--- config.mk ---
export PLATFORM = sky130hd
export DESIGN_NAME = dec_onehot_seq
export DESIGN_NICKNAME = d
export VERILOG_FILES = /design/src/rtl/dec_pkg.sv /design/src/rtl/tick_gen.sv /design/src/rtl/dec_onehot_seq.sv
export SDC_FILE = /design/constraint.sdc
export NUM_CORES = 1
export LEC_CHECK = 0
export BUFFER_PORTS_ARGS = -buffer_cell sky130_fd_sc_hd__buf_2
export CAP_MARGIN = 20
export CORE_MARGIN = 8
export CORE_UTILIZATION = 52
export CTS_CLUSTER_SIZE = 24
export DETAILED_ROUTE_END_ITERATION = 16
export GPL_TIMING_DRIVEN = 1
export PLACE_DENSITY = 0.8
export REMOVE_ABC_BUFFERS = 1
export SYNTH_ARGS = -nofsm -noshare
export SYNTH_HDL_FRONTEND = slang
export SYNTH_HIERARCHICAL = 1
export SYNTH_SLANG_ARGS = --single-unit
--- constraint.sdc ---
create_clock -name clk -period 3.7 [get_ports clk]
set_input_delay 0.37 -clock clk [delete_from_list [all_inputs] [get_ports clk]]
set_output_delay 0.37 -clock clk [all_outputs]
set_load 0.05 [all_outputs]
--- src/rtl/dec_pkg.sv ---
// Shared mode codes, FSM state encoding and decode helpers for dec_onehot_seq.
package dec_pkg;

   localparam logic [1:0] MODE_DIRECT = 2'b00;
   localparam logic [1:0] MODE_SCAN   = 2'b01;
   localparam logic [1:0] MODE_PULSE  = 2'b10;
   localparam logic [1:0] MODE_RSVD   = 2'b11;

   // Widest decode supported by onehot(); callers truncate to their own NUM_OUT.
   localparam int unsigned MAX_OUT = 1024;

   typedef enum logic [1:0] {
      StIdle,
      StDirect,
      StScan,
      StPulse
   } state_e;

   function automatic state_e mode_to_state(input logic [1:0] m);
      case (m)
         MODE_DIRECT: return StDirect;
         MODE_SCAN:   return StScan;
         MODE_PULSE:  return StPulse;
         default:     return StIdle;
      endcase
   endfunction

   function automatic logic [MAX_OUT-1:0] onehot(input int unsigned idx, input int unsigned n);
      if (idx >= n) return '0;
      return MAX_OUT'(1) << idx;
   endfunction

endpackage

--- src/rtl/tick_gen.sv ---
// Free-running prescaler: tick is high for one cycle every DIV enabled cycles.
module tick_gen #(
   parameter int unsigned DIV = 100000
) (
   input  logic clk,
   input  logic rst,
   input  logic en,
   input  logic clr,
   output logic tick
);

   localparam int unsigned CntW = (DIV > 1) ? $clog2(DIV) : 1;

   logic [CntW-1:0] cnt_q, cnt_d;

   assign tick = en && (cnt_q == CntW'(DIV - 1));

   always_comb begin
      cnt_d = cnt_q;
      if (clr) begin
         cnt_d = '0;
      end else if (tick) begin
         cnt_d = '0;
      end else if (en) begin
         cnt_d = cnt_q + CntW'(1);
      end
   end

   always_ff @(posedge clk) begin
      if (rst) begin
         cnt_q <= '0;
      end else begin
         cnt_q <= cnt_d;
      end
   end

endmodule

--- src/rtl/dec_onehot_seq.sv ---
// Registered one-hot decoder with DIRECT, SCAN and PULSE modes and a valid/ready select port.
module dec_onehot_seq
   import dec_pkg::*;
#(
   parameter int unsigned SEL_W      = 5,
   parameter int unsigned NUM_OUT    = 32,
   parameter int unsigned DIV        = 100000,
   parameter bit          ACTIVE_LOW = 1'b0
) (
   input  logic               clk,
   input  logic               rst,
   input  logic               en,
   input  logic [1:0]         mode,
   input  logic [SEL_W-1:0]   sel,
   input  logic               sel_valid,
   output logic               sel_ready,
   output logic [NUM_OUT-1:0] out,
   output logic [SEL_W-1:0]   cur_idx,
   output logic               wrap,
   output logic               err
);

   state_e               state_q, state_d, mode_st;
   logic [SEL_W-1:0]     idx_q, idx_d;
   logic                 act_q, act_d;
   logic [NUM_OUT-1:0]   out_q, out_d;
   logic                 wrap_q, wrap_d;
   logic                 err_q, err_d;
   logic                 accept, in_range, last_idx;
   logic                 tick, scan_en, scan_clr;

   assign mode_st  = mode_to_state(mode);
   assign accept   = sel_valid && sel_ready;
   assign in_range = 32'(sel) < NUM_OUT;
   assign last_idx = idx_q == SEL_W'(NUM_OUT - 1);
   assign scan_en  = en && (state_q == StScan);
   assign scan_clr = en && (mode_st != state_q);

   tick_gen #(
      .DIV (DIV)
   ) u_tick_gen (
      .clk  (clk),
      .rst  (rst),
      .en   (scan_en),
      .clr  (scan_clr),
      .tick (tick)
   );

   // In PULSE, act_q high means the strobe is on the outputs right now.
   always_comb begin
      sel_ready = 1'b0;
      if (en) begin
         unique case (state_q)
            StIdle, StDirect: sel_ready = 1'b1;
            StPulse:          sel_ready = !act_q;
            StScan:           sel_ready = 1'b0;
         endcase
      end
   end

   always_comb begin
      state_d = state_q;
      idx_d   = idx_q;
      act_d   = act_q;
      wrap_d  = 1'b0;
      err_d   = 1'b0;
      if (en) begin
         state_d = mode_st;
         unique case (state_q)
            StIdle: act_d = 1'b0;
            StDirect: begin
               if (accept && in_range) begin
                  act_d = 1'b1;
                  idx_d = sel;
               end
            end
            StPulse: begin
               if (act_q) begin
                  act_d = 1'b0;
               end else if (accept && in_range) begin
                  act_d = 1'b1;
                  idx_d = sel;
               end
            end
            StScan: begin
               act_d = 1'b1;
               if (tick) begin
                  idx_d  = last_idx ? '0 : idx_q + SEL_W'(1);
                  wrap_d = last_idx;
               end
            end
         endcase
         if (state_q inside {StDirect, StPulse}) err_d = accept && !in_range;
         // The accept above used the old state; the new state decides what survives entry.
         if (state_d != state_q) begin
            unique case (state_d)
               StIdle: act_d = 1'b0;
               StScan: begin
                  idx_d  = '0;
                  act_d  = 1'b0;
                  wrap_d = 1'b0;
               end
               StDirect, StPulse: act_d = act_d && accept && in_range;
            endcase
         end
      end
      out_d = (en && act_d) ? NUM_OUT'(onehot(32'(idx_d), NUM_OUT)) : '0;
   end

   always_ff @(posedge clk) begin
      if (rst) begin
         state_q <= StIdle;
         idx_q   <= '0;
         act_q   <= 1'b0;
         out_q   <= '0;
         wrap_q  <= 1'b0;
         err_q   <= 1'b0;
      end else begin
         state_q <= state_d;
         idx_q   <= idx_d;
         act_q   <= act_d;
         out_q   <= out_d;
         wrap_q  <= wrap_d;
         err_q   <= err_d;
      end
   end

   assign out     = out_q ^ {NUM_OUT{ACTIVE_LOW}};
   assign cur_idx = idx_q;
   assign wrap    = wrap_q;
   assign err     = err_q;

endmodule
# Yosys cells after proc, flatten, opt, wreduce, memory -nomap -nowiden
# Index checks and enable logic that the tools add are counted.
[classes] mux=23 eq_ne=11 n_addsub=2 shifts=1 bitwise=2 reduce_logical=16
[ops] op="$mux 5" count=7
[ops] op="$shl 1x5->32 const A" count=1
[ops] op="$add 17x1->17 const B" count=1
[ops] op="$eq 17x17->1 const B" count=1
[ops] op="$pmux 5 s3" count=1
[ops] op="$mux 1" count=11
[ops] op="$eq 2x2->1 const B" count=5
[ops] op="$reduce_or 2->1" count=5
[ops] op="$eq 2x1->1 const B" count=3
[ops] op="$logic_and 1x1->1" count=6
[ops] op="$logic_not 2->1" count=3
[ops] op="$pmux 2 s3" count=1
[ops] op="$add 5x1->5 const B" count=1
[ops] op="$eq 5x5->1 const B" count=1
[ops] op="$pmux 1 s4" count=1
[ops] op="$pmux 1 s3" count=1
[ops] op="$reduce_or 3->1" count=1
[ops] op="$ne 2x2->1" count=1
[ops] op="$not 1->1" count=2
[ops] op="$pmux 1 s2" count=1
[ops] op="$logic_not 1->1" count=1
[totals] input_bits=11 register_bits=58

# Logic depth before layout (Yosys ltp)
# Gate-level depths: netlist (run 1).
[logic_depth] word_depth=16 depth_mapped=16 mapped_depth_nobuf=11

# Modules after synthesis
# The synthesis (run 1) kept the hierarchy.
[by_module_without_submodules] mod="dec_onehot_seq" area_per_inst_um2=1762.9 cells_each=190 instances=1
[by_module_without_submodules] mod="tick_gen" area_per_inst_um2=822.0 cells_each=93 instances=1

# Least setup slack after synthesis (run 1)
# Ideal clock, no wire load.
[synth_timing] kind="reg2reg" from="register state_q[0]" to="register out_q[19], in the netlist out[19]" path_buffers=4 period_less_slack_ps=3102 path_slack_ps=598 stages_incl_launch_ff=16 arrival_time_ps=3034 cell_sequence="dfxtp_1 -> buf_4 -> buf_4 -> nand2b_4 -> nor2_1 -> buf_4 -> nand4_1 -> or2_4 -> nor3_1 -> clkbuf_1 -> nor4b_1 -> o21ai_1 -> a21oi_1 -> o22ai_2 -> or4b_1 -> nor2_1"
[synth_via] elab_cells_between_ends=31
[synth_rtl] item="start, declared" line_no="dec_onehot_seq.sv:23" source="state_e state_q, state_d, mode_st;"
[synth_rtl] item="start signal, assigned" line_no="dec_onehot_seq.sv:112" source="state_q <= StIdle;"
[synth_rtl] item="start signal, assigned" line_no="dec_onehot_seq.sv:119" source="state_q <= state_d;"
[synth_rtl] item="$eq 2x2->1 *" line_no="dec_onehot_seq.sv:36" source="assign scan_en = en && (state_q == StScan);"
[synth_rtl] item="$logic_and 1x1->1 *" line_no="dec_onehot_seq.sv:36"
[synth_rtl] item="via scan_en" line_no="dec_onehot_seq.sv:30" source="logic tick, scan_en, scan_clr;"
[synth_rtl] item="$logic_and 1x1->1 *" line_no="tick_gen.sv:16" source="assign tick = en && (cnt_q == CntW'(DIV - 1));"
[synth_rtl] item="via tick" line_no="dec_onehot_seq.sv:30"
[synth_rtl] item="$mux 5 *" line_no="dec_onehot_seq.sv:87" source="if (tick) begin"
[synth_rtl] item="$pmux 5 s3 *" line_no="dec_onehot_seq.sv:69" source="unique case (state_q)"
[synth_rtl] item="$mux 5" line_no="dec_onehot_seq.sv:96" source="unique case (state_d)"
[synth_rtl] item="$mux 5 *" line_no="dec_onehot_seq.sv:95" source="if (state_d != state_q) begin"
[synth_rtl] item="$mux 5 *" line_no="dec_onehot_seq.sv:67" source="if (en) begin"
[synth_rtl] item="$shl 1x5->32 *" line_no="dec_pkg.sv:30" source="return MAX_OUT'(1) << idx;"
[synth_rtl] item="end signal, assigned" line_no="dec_onehot_seq.sv:122" source="out_q <= out_d;"
[synth_rtl] item="end, declared" line_no="dec_onehot_seq.sv:26" source="logic [NUM_OUT-1:0] out_q, out_d;"
# Mark *: on every way through the listed nets, which the timed path passes. The rest lies on a longest branch. The select of a mux whose other input is x is not followed.
# A chain may end at the register's enable or synchronous reset.

# Worst setup path after layout (run 1)
[layout_timing] from="register state_q[0]" to="register out_q[31], in the netlist out[31]"
# The elaborated chain is that of the path after synthesis.

==> impl_metrics.csv, run 1 <==
group,metric,value,unit
status,status,"finished clean",
detailed_routing,drtPass1Iterations,4,
synthesis,syn-instance-count,283,
power_and_ir_drop,p_leak,1.23,nW
synthesis,synth_seq_area_share,0.449,
cts,cts_tree,"done",
floorplanning,die_area,7480,µm²
synthesis,yosys_warnings,6,
critical_path,cp_max_fo,17,
critical_path,critical_path.slowest_cell,"or4b_1",
critical_path,r2r_slack,630,ps
layout,fillers,412,
synthesis,synth_cell_type_count,58,
critical_path,critPathMaxStageDelay,630,ps
sta,slew_violations,0,
critical_path,critPathKind,"flop to flop",
critical_path,crit_path_end_kind,"flop",
power_and_ir_drop,powerDensity,434,nW/µm²
place,place_inst,391,
power_and_ir_drop,ir_drop,288,µV
sta,finClkSkew,9.66,ps
sta,min_period,3070,ps
sta,setup_tns,0,ps
critical_path,start_kind,"flop",
synthesis,synth_enable_flop_cells,0,
sta,worst_slack,627,ps
cts,cts_hold_buf,0,
place,io_buffer_count,49,
sta,slew_headroom,0.548,
worst_hold_path,min_path_cells,2,
synthesis,avgSynthCellArea,9.13,µm²
critical_path,worstPathArrival,3340,ps
sta,fmax,325,MHz
synthesis,yosys-top-cells-area,"dfxtp_1 45%, nor2_1 9.0%, xnor2_1 4.7%",
floorplanning,die_y,86.5,µm
cts,cts_resized,0,
floorplanning,num_io_pins,51,
worst_hold_path,min_path_type,"input pin to flop",
critical_path,r2r_start,"state_q[0]$_SDFFE_PP0P_",
worst_hold_path,hold_end,"cur_idx[3]$_SDFF_PP0_",
floorplanning,fp.dieW,86.5,µm
synthesis,ys_async_sr_fraction,0,
critical_path,cp_data_required_time,3960,ps
worst_hold_path,min_from,"rst",
place,dp_hpwl,4.30,mm
sta,tightest_slew,677,ps
layout,final_cells,407,
critical_path,rr_worst_depth,13,
floorplanning,rows,25,
cts,htree_levels,3,
power_and_ir_drop,finalPower,1.34,mW
global_route,grt_pass1_vias,2038,
global_route,antenna_found_initial,0,
global_route,grt_max_degree,18,
place,gp_congestion,0.956,
synthesis,synth_area_leader_cell,"dfxtp_1",
critical_path,path_cells,"buf_4 -> nand2b_4 -> nor2_1 -> nand4_1 -> or2_4 -> nor3_1 -> buf_4 -> nor4b_1 -> o21ai_1 -> a21oi_1 -> o22ai_2 -> or4b_1 -> nor2_1",
floorplanning,core_region_area,4750,µm²
detailed_routing,drt-total-wl,5.91,mm
cts,path_clk_slew,70,ps
sta,hold_violations,0,
detailed_routing,via_per_inst,5.49,
critical_path,r2r_end,"out[31]$_SDFF_PP0_",
layout,n_antenna_cell,0,
layout,synthToLayoutAreaGrowth,19.2,%
detailed_routing,ant_nets,0,
layout,finalNetCount,352,
layout,layout-drive-gt1-share,0.250,
global_route,grtUsageTotal,0.160,
place,post-place-ws,488,ps
global_route,overflow,0,
detailed_routing,drc,0,
cts,post_cts_buffers,0,
sta,min_period_over_period,0.831,
global_route,grt_pass1_wl,9.66,mm
synthesis,synth_common_cells,"62 x nor2_1, 58 x dfxtp_1, 19 x nand2_1, 14 x xnor2_1, 10 x nand4_1",
job,maxCapViolations,0,
synthesis,ys.flop_type,"dfxtp_1",
cts,cts_max_path_buffers,2,
cts,ctsRootBufferMaster,"clkbuf_8",
sta,rsz0062_at_grt,"no",
detailed_routing,wl_per_cell,14.5,µm
synthesis,yosysTopAreaCellShare,0.449,
synthesis,netlist_area,2580,µm²
cts,clock-sinks,58,
detailed_routing,routed-via-count,2234,
synthesis,synth_most_common_cell,"nor2_1",
detailed_routing,initialDrtViolationCount,105,
sta,setup_violations,0,
cts,clock_latency,330,ps
floorplanning,start_util,0.544,
synthesis,yosys_register_bits,58,
cts,numCtsBuffers,9,
-- per-stage QoR --
stage	util	area (µm²)	hold WS (ps)
floorplan	-	2510	442
global placement	0.605	2880	479
detailed placement	0.605	2880	473
CTS	0.648	3080	352
global route	0.648	3080	374
finish	0.648	3080	366
-- sequential cells by signal, summed over array words and instances, names as in the netlist --
register and flops:
cur_idx 5, out 32, wrap 1, state_q 2
u_tick_gen/cnt_q 17, act_q 1
-- critical path: cells and delay by family, from the launching register on --
family                 cells  cell delay [ps]
buffers and inverters      2              370
AND/OR/NAND/NOR            8             1910
flip-flops                 1              300
AO/OA/AOI/OAI              3              410
-- cell type report --
| type | instances | area, µm² | area share |
|---|---|---|---|
| clock buffer | 10 | 138 | 0.0447 |
| clock inverter | 6 | 66.3 | 0.0215 |
| inverter | 5 | 18.8 | 0.00609 |
| multi-input combinational | 207 | 1330 | 0.432 |
| sequential | 58 | 1160 | 0.377 |
| tap | 67 | 83.8 | 0.0272 |
| timing repair buffer | 54 | 283 | 0.0918 |
-- where the power goes --
| group | switching [mW] | internal [mW] |
|---|---|---|
| registers | 0.00476 | 0.628 |
| logic | 0.0728 | 0.0336 |
| clock network | 0.268 | 0.329 |
| total | 0.346 | 0.991 |
-- kinds of logic after synthesis --
| logic type | share of synthesized area |
|---|---|
| AND/OR/NAND/NOR | 0.283 |
| flip-flops | 0.449 |
| AO/OA/AOI/OAI | 0.129 |
| XOR/XNOR | 0.0644 |
| buffers and inverters | 0.0358 |
| adder cells (fa/ha/maj) | 0.0290 |
| multiplexers | 0.00774 |
| other | 0.00145 |
-- placed cells by master (no fill, tap or decap), drive strengths merged, types with 3 or more instances in the layout --
| master | n |
|---|---|
| ha | 6 |
| buf | 54 |
| nand4bb | 4 |
| nand2b | 4 |
| and3 | 3 |
| a21oi | 6 |
| o31ai | 3 |
| nor3 | 6 |
| clkbuf | 10 |
| o21ai | 9 |
| nor2b | 7 |
| inv | 5 |
| o22ai | 3 |
| a31oi | 3 |
| xnor2 | 14 |
| and2 | 3 |
| nor4 | 6 |
| a211oi | 3 |
| clkinvlp | 3 |
| nand4 | 10 |
| or4b | 4 |
| nor2 | 62 |
| nand3 | 3 |
| xor2 | 5 |
| dfxtp | 58 |
| nand2 | 19 |
-- worst max path at each step --
stage | from | endpoint | slack, ps
2_1_floorplan | state_q[1]$_SDFFE_PP0P_ | out[19]$_SDFF_PP0_ | 50
3_3_place_gp | en | out[19]$_SDFF_PP0_ | 590
3_5_place_dp | en | out[27]$_SDFF_PP0_ | 490
4_1_cts | state_q[0]$_SDFFE_PP0P_ | out[20]$_SDFF_PP0_ | 630
5_1_grt | state_q[0]$_SDFFE_PP0P_ | out[20]$_SDFF_PP0_ | 380
6_report | state_q[0]$_SDFFE_PP0P_ | out[31]$_SDFF_PP0_ | 630
-- per-layer routing --
| metal | routed length [µm] | up-vias | global-route usage |
|---|---|---|---|
| met5 | 0 | - | 0 |
| met4 | 104 | 0 | 0.0751 |
| met3 | 498 | 11 | 0.0444 |
| met2 | 2720 | 98 | 0.260 |
| met1 | 2580 | 1029 | 0.190 |
| li1 | - | 1096 | - |
Power figures use the tool's default switching activity.
==> run 2, diff against run 1 <==
==> constraint.sdc (replaced) <==
create_clock -name clk -period 3.1 [get_ports clk]
set_input_delay 0.31 -clock clk [delete_from_list [all_inputs] [get_ports clk]]
set_output_delay 0.31 -clock clk [all_outputs]
set_load 0.05 [all_outputs]
==> run 2 against run 1 <==
  * Sequential power up 19%
  * Via count down 3.0%
  * Sequential cell count unchanged
  * Combinational power up 21%
  * Setup slack worse by 320 ps
  * Total power up 12%
  * Non-clock buffer count up 2
  * Global-route usage up 0.29 points
  * Register-to-register slack worse by 320 ps
  * Wire length down 2.7%
  * Design area about the same
  * Count of clock-buffer cells in the layout unchanged
==> impl_metrics.csv, run 2 (synthesis results as in run 1) <==
group,metric,value,unit
status,status,"finished clean",
sta,hold_violations,0,
detailed_routing,drt-total-wl,5.75,mm
floorplanning,fp.dieW,86.5,µm
power_and_ir_drop,ir_drop,394,µV
sta,min_period_over_period,0.900,
critical_path,critical_path.slowest_cell,"or4b_1",
floorplanning,die_y,86.5,µm
cts,clock-sinks,58,
place,dp_hpwl,4.22,mm
floorplanning,num_io_pins,51,
sta,fmax,359,MHz
critical_path,cp_data_required_time,3370,ps
layout,n_antenna_cell,0,
global_route,grt_use_met1,0.182,
critical_path,cp_max_fo,9,
sta,slew_headroom,0.544,
floorplanning,start_util,0.544,
floorplanning,rows,25,
critical_path,start_kind,"flop",
cts,numCtsBuffers,9,
layout,finalInstanceArea,3080,µm²
layout,largest_reg_flops,32,
global_route,top_usage_layer,"met2",
floorplanning,die_area,7480,µm²
detailed_routing,drc,0,
power_and_ir_drop,powerDensity,486,nW/µm²
worst_hold_path,min_path_type,"input pin to flop",
layout,regArea,1160,µm²
sta,rsz0062_at_grt,"no",
sta,slew_violations,0,
global_route,grt_pass1_vias,2214,
layout,final_cells,409,
layout,fillers,400,
critical_path,crit_top_cell,"nor2_1",
layout,mostFrequentLayoutCells,"62 x nor2_1, 58 x dfxtp_1, 49 x buf_2",
layout,mostFrequentLayoutCell,"nor2_1",
place,placed_cell_area,2890,µm²
detailed_routing,ant_nets,0,
global_route,grt_max_degree,18,
cts,cts_hold_buf,0,
detailed_routing,routed-via-count,2166,
cts,post_cts_buffers,0,
cts,ctsRootBufferMaster,"clkbuf_8",
floorplanning,core_region_area,4750,µm²
critical_path,cp_top_family,"simple AND/OR/NAND/NOR gates",
cts,htree_levels,3,
power_and_ir_drop,p_leak,1.23,nW
critical_path,startpoint,"state_q[0]$_SDFFE_PP0P_",
place,place_inst,393,
global_route,antenna_found_initial,0,
job,maxCapViolations,0,
global_route,grtUsageTotal,0.163,
sta,finClkSkew,8.10,ps
global_route,overflow,0,
cts,cts_resized,0,
global_route,met2_usage,0.268,
global_route,use_met3,0.0643,
critical_path,critPathKind,"flop to flop",
place,io_buffer_count,49,
cts,cts_tree,"done",
place,gp_congestion,0.947,
detailed_routing,initialDrtViolationCount,127,
critical_path,worstPathArrival,3060,ps
critical_path,critPathMaxStageDelay,550,ps
cts,clock_latency,330,ps
layout,finalNetCount,354,
global_route,grt_pass1_wl,9.87,mm
cts,cts_max_path_buffers,2,
critical_path,crit_path_end_kind,"flop",
detailed_routing,drtPass1Iterations,5,
sta,fin_hold_ws,306,ps
critical_path,path_buf_inv,0,
layout,layout-drive-gt1-share,0.260,
detailed_routing,wl_per_cell,14.1,µm
sta,min_period,2790,ps
layout,multiInputGateArea,1340,µm²
critical_path,path_cells,"nand2b_4 -> nor2_1 -> nand4_1 -> or2_4 -> nor3_2 -> nand2_1 -> o21ai_1 -> a221oi_1 -> a211oi_4 -> or4b_1 -> nor2_1",
critical_path,r2r_start,"state_q[0]$_SDFFE_PP0P_",
cts,path_clk_slew,70,ps
detailed_routing,via_per_inst,5.30,
worst_hold_path,min_from,"rst",
sta,tightest_slew,684,ps
sta,setup_violations,0,
layout,synthToLayoutAreaGrowth,19.3,%
## run 2: cell count changes in the layout (fill, tap and decap cells not counted), sizes merged
cell	change
buf	+2
bufinv	-1
inv	+1
## run 2: power breakdown
group	internal, mW	total [mW]	switching (mW)	leakage, nW
sequential	0.750	0.756	0.00557	0.468
clock	0.311	0.615	0.305	0.0847
combinational	0.0418	0.128	0.0861	0.679
total	1.10	1.50	0.396	1.23
## run 2: worst paths after layout
kind / endpoint / slack (ps) / cells past startpoint
max: out[31]$_SDFF_PP0_ / 310 / 11
min: cur_idx[0]$_SDFF_PP0_ / 310 / 2
max reg2reg: out[31]$_SDFF_PP0_ / 310 / 11
min reg2reg: u_tick_gen/cnt_q[16]$_SDFFE_PP0P_ / 490 / 2
## run 2: routing by layer
| layer | share of wire | up-vias |
|---|---|---|
| met1 | 0.43 | 988 |
| li1 | - | 1098 |
| met2 | 0.47 | 66 |
| met3 | 0.078 | 14 |
| met5 | 0 | - |
| met4 | 0.018 | 0 |
## run 2: cell type report
type / count / share of cell area
Inverter: 5 / 0.00609
Clock buffer: 10 / 0.0446
Timing Repair Buffer: 56 / 0.0966
Sequential cell: 58 / 0.377
Clock inverter: 6 / 0.0134
Tap cell: 67 / 0.0272
Multi-Input combinational cell: 207 / 0.435
## run 2: stage by stage
step / utilization / power (mW) / setup TNS (ps) / worst slack (ps)
6_report: 0.648 / 1.50 / 0 / 311
5_1_grt: 0.648 / 1.56 / 0 / 11.5
4_1_cts: 0.646 / 1.51 / 0 / 117
3_5_place_dp: 0.608 / 0.899 / 0 / 108
3_3_place_gp: 0.608 / 0.897 / 0 / 187
2_1_floorplan: - / 0.859 / -12740 / -555
==> run 3, diff against run 2 <==
--- a/config.mk
+++ b/config.mk
@@ -5,6 +5,7 @@
 export SDC_FILE = /design/constraint.sdc
 export NUM_CORES = 1
 export LEC_CHECK = 0
+export ABC_AREA = 1
 export BUFFER_PORTS_ARGS = -buffer_cell sky130_fd_sc_hd__buf_2
 export CAP_MARGIN = 20
 export CORE_MARGIN = 8
==> run 3 against run 2 <==
  * Sequential power barely moved
  * Sequential share of layout area fell by 1.3 points
  * Critical endpoint is now out[22]$_SDFF_PP0_
  * Die area rose by 3.0%
  * Count of clock-buffer cells in the layout rose by 1
==> impl_metrics.csv, run 3 <==
group,metric,value,unit
status,status,"finished clean",
sta,hold_violations,0,
synthesis,synth_most_common_cell,"nor2_1",
sta,finClkSkew,8.58,ps
global_route,grt_pass1_vias,2337,
global_route,overflow,0,
synthesis,synth_area_leader_cell,"dfxtp_1",
detailed_routing,via_per_inst,4.84,
power_and_ir_drop,ir_drop,299,µV
cts,ctsRootBufferMaster,"clkbuf_8",
cts,cts_resized,0,
synthesis,yosysTopAreaCellShare,0.433,
synthesis,yosys_register_bits,58,
place,dp_hpwl,4.55,mm
floorplanning,die_area,7710,µm²
cts,path_clk_slew,60,ps
detailed_routing,drt-total-wl,6.02,mm
synthesis,synth_seq_area_share,0.433,
synthesis,synth_common_cells,"88 x nor2_1, 71 x nand2_1, 58 x dfxtp_1, 40 x inv_1, 38 x nand3_1",
sta,min_period,2600,ps
layout,finalNetCount,443,
sta,setup_tns,0,ps
place,gp_congestion,0.877,
cts,htree_levels,3,
power_and_ir_drop,finalPower,1.59,mW
cts,cts_max_path_buffers,2,
sta,fin_hold_ws,256,ps
cts,clock-sinks,58,
detailed_routing,drtPass1Iterations,7,
detailed_routing,drc,0,
critical_path,worstPathArrival,2860,ps
synthesis,ys.flop_type,"dfxtp_1",
sta,min_period_over_period,0.839,
detailed_routing,routed-via-count,2414,
synthesis,avgSynthCellArea,7.25,µm²
job,maxCapViolations,0,
synthesis,synth_cell_type_count,29,
layout,fillers,457,
critical_path,critical_path.slowest_cell,"dfxtp_1",
sta,tightest_slew,504,ps
synthesis,yosys-top-cells-area,"dfxtp_1 43%, nor2_1 12%, nand2_1 9.9%",
synthesis,netlist_area,2680,µm²
critical_path,critPathMaxStageDelay,480,ps
global_route,antenna_found_initial,0,
cts,clock_latency,330,ps
power_and_ir_drop,p_leak,1.43,nW
sta,slew_headroom,0.656,
detailed_routing,ant_nets,0,
sta,slew_violations,0,
global_route,grtUsageTotal,0.169,
synthesis,ys_async_sr_fraction,0,
cts,post_cts_buffers,0,
critical_path,path_cells,"nand2_4 -> nor2_1 -> nand3_1 -> nor2_1 -> nand3_2 -> inv_1 -> nand2_1 -> inv_1 -> nor2_1 -> nand2_1 -> nand2_1 -> nand2_1 -> nand4_1 -> a21oi_2 -> nand3_1 -> nor2_1",
floorplanning,num_io_pins,51,
floorplanning,rows,26,
sta,rsz0062_at_grt,"no",
synthesis,syn-instance-count,370,
detailed_routing,wl_per_cell,12.1,µm
cts,cts_hold_buf,0,
sta,fmax,385,MHz
critical_path,cp_data_required_time,3360,ps
layout,largest_reg_flops,32,
synthesis,yosys_warnings,6,
layout,layout-drive-gt1-share,0.212,
critical_path,start_kind,"flop",
critical_path,crit_path_end_kind,"flop",
floorplanning,core_region_area,5040,µm²
layout,mostFrequentLayoutCells,"88 x nor2_1, 71 x nand2_1, 58 x dfxtp_1",
power_and_ir_drop,powerDensity,498,nW/µm²
critical_path,critPathKind,"flop to flop",
layout,mostFrequentLayoutCell,"nor2_1",
floorplanning,fp.dieW,87.8,µm
cts,numCtsBuffers,9,
worst_hold_path,min_path_type,"input pin to flop",
global_route,grt_max_degree,18,
layout,n_antenna_cell,0,
cts,cts_tree,"done",
detailed_routing,initialDrtViolationCount,231,
synthesis,synth_enable_flop_cells,0,
critical_path,cp_max_fo,9,
floorplanning,start_util,0.532,
floorplanning,die_y,87.8,µm
sta,setup_violations,0,
global_route,grt_pass1_wl,10.2,mm
place,io_buffer_count,49,
layout,synthToLayoutAreaGrowth,19.0,%
run 3: changes by cell type after synthesis, moves of 7 or more:
cell and change:
inv_1 +35, nand2_1 +52, nand2_2 +8, nand3_1 +35, nor2_1 +26, nor2b_1 -7, xnor2_1 -10
run 3: final timing paths:
check                           slack (ps)  depth (start not counted)                               from                           endpoint
worst max-delay path                   500                         16            state_q[1]$_SDFFE_PP0P_                 out[22]$_SDFF_PP0_
worst min-delay path                   260                          2                                rst              cur_idx[0]$_SDFF_PP0_
worst min register to register         470                          2  u_tick_gen/cnt_q[16]$_SDFFE_PP0P_  u_tick_gen/cnt_q[16]$_SDFFE_PP0P_
worst max register to register         500                         16            state_q[1]$_SDFFE_PP0P_                 out[22]$_SDFF_PP0_
run 3: cells by family (layout without fill, tap and decap cells):
kind of cell / after synthesis / in the layout / synth area share
adder cells (fa/ha/maj): 6 / 6 / 0.0280
flip-flops: 58 / 58 / 0.433
AND/OR/NAND/NOR: 225 / 225 / 0.376
AO/OA/AOI/OAI: 20 / 20 / 0.0485
buffers and inverters: 48 / 107 / 0.0737
other: 1 / 1 / 0.00140
XOR/XNOR: 12 / 12 / 0.0392
run 3: where the power goes:
part           switching, mW  leakage, nW  internal [mW]
logic                 0.0712        0.854         0.0288
clock network          0.269        0.105          0.464
registers            0.00590        0.468          0.749
total                  0.347         1.43           1.24
run 3: routing by layer:
layer  vias up  GRT usage  part of all wire
met5         -          0                 0
met4         0     0.0656             0.010
met1      1084      0.191              0.44
li1       1260          -                 -
met2        66      0.282              0.49
met3         4     0.0610             0.064
run 3: critical path: cells and delay by family, from the launching register on:
| kind | cells | cell delay [ps] |
|---|---|---|
| AOI/OAI and AO/OA | 1 | 380 |
| DFF | 1 | 480 |
| and+or+nand+nor | 13 | 1410 |
| buffers and inverters | 2 | 240 |
run 3: per-stage QoR:
stage,utilization,cell area [µm²],setup WS [ps],std cells
2_1_floorplan,-,2650,717,365
3_3_place_gp,0.592,2990,482,485
3_5_place_dp,0.592,2990,379,485
4_1_cts,0.633,3190,500,499
5_1_grt,0.633,3190,118,499
6_report,0.633,3190,499,499
run 3: area by class of cell:
cell class / instances / area [µm²] / area share
Clock buffer: 11 / 141 / 0.0443
Tap cell: 70 / 87.6 / 0.0274
Inverter: 43 / 161 / 0.0506
Timing Repair Buffer: 50 / 253 / 0.0792
Sequential cell: 58 / 1160 / 0.364
Clock inverter: 3 / 65.1 / 0.0204
Multi-Input combinational cell: 264 / 1320 / 0.414
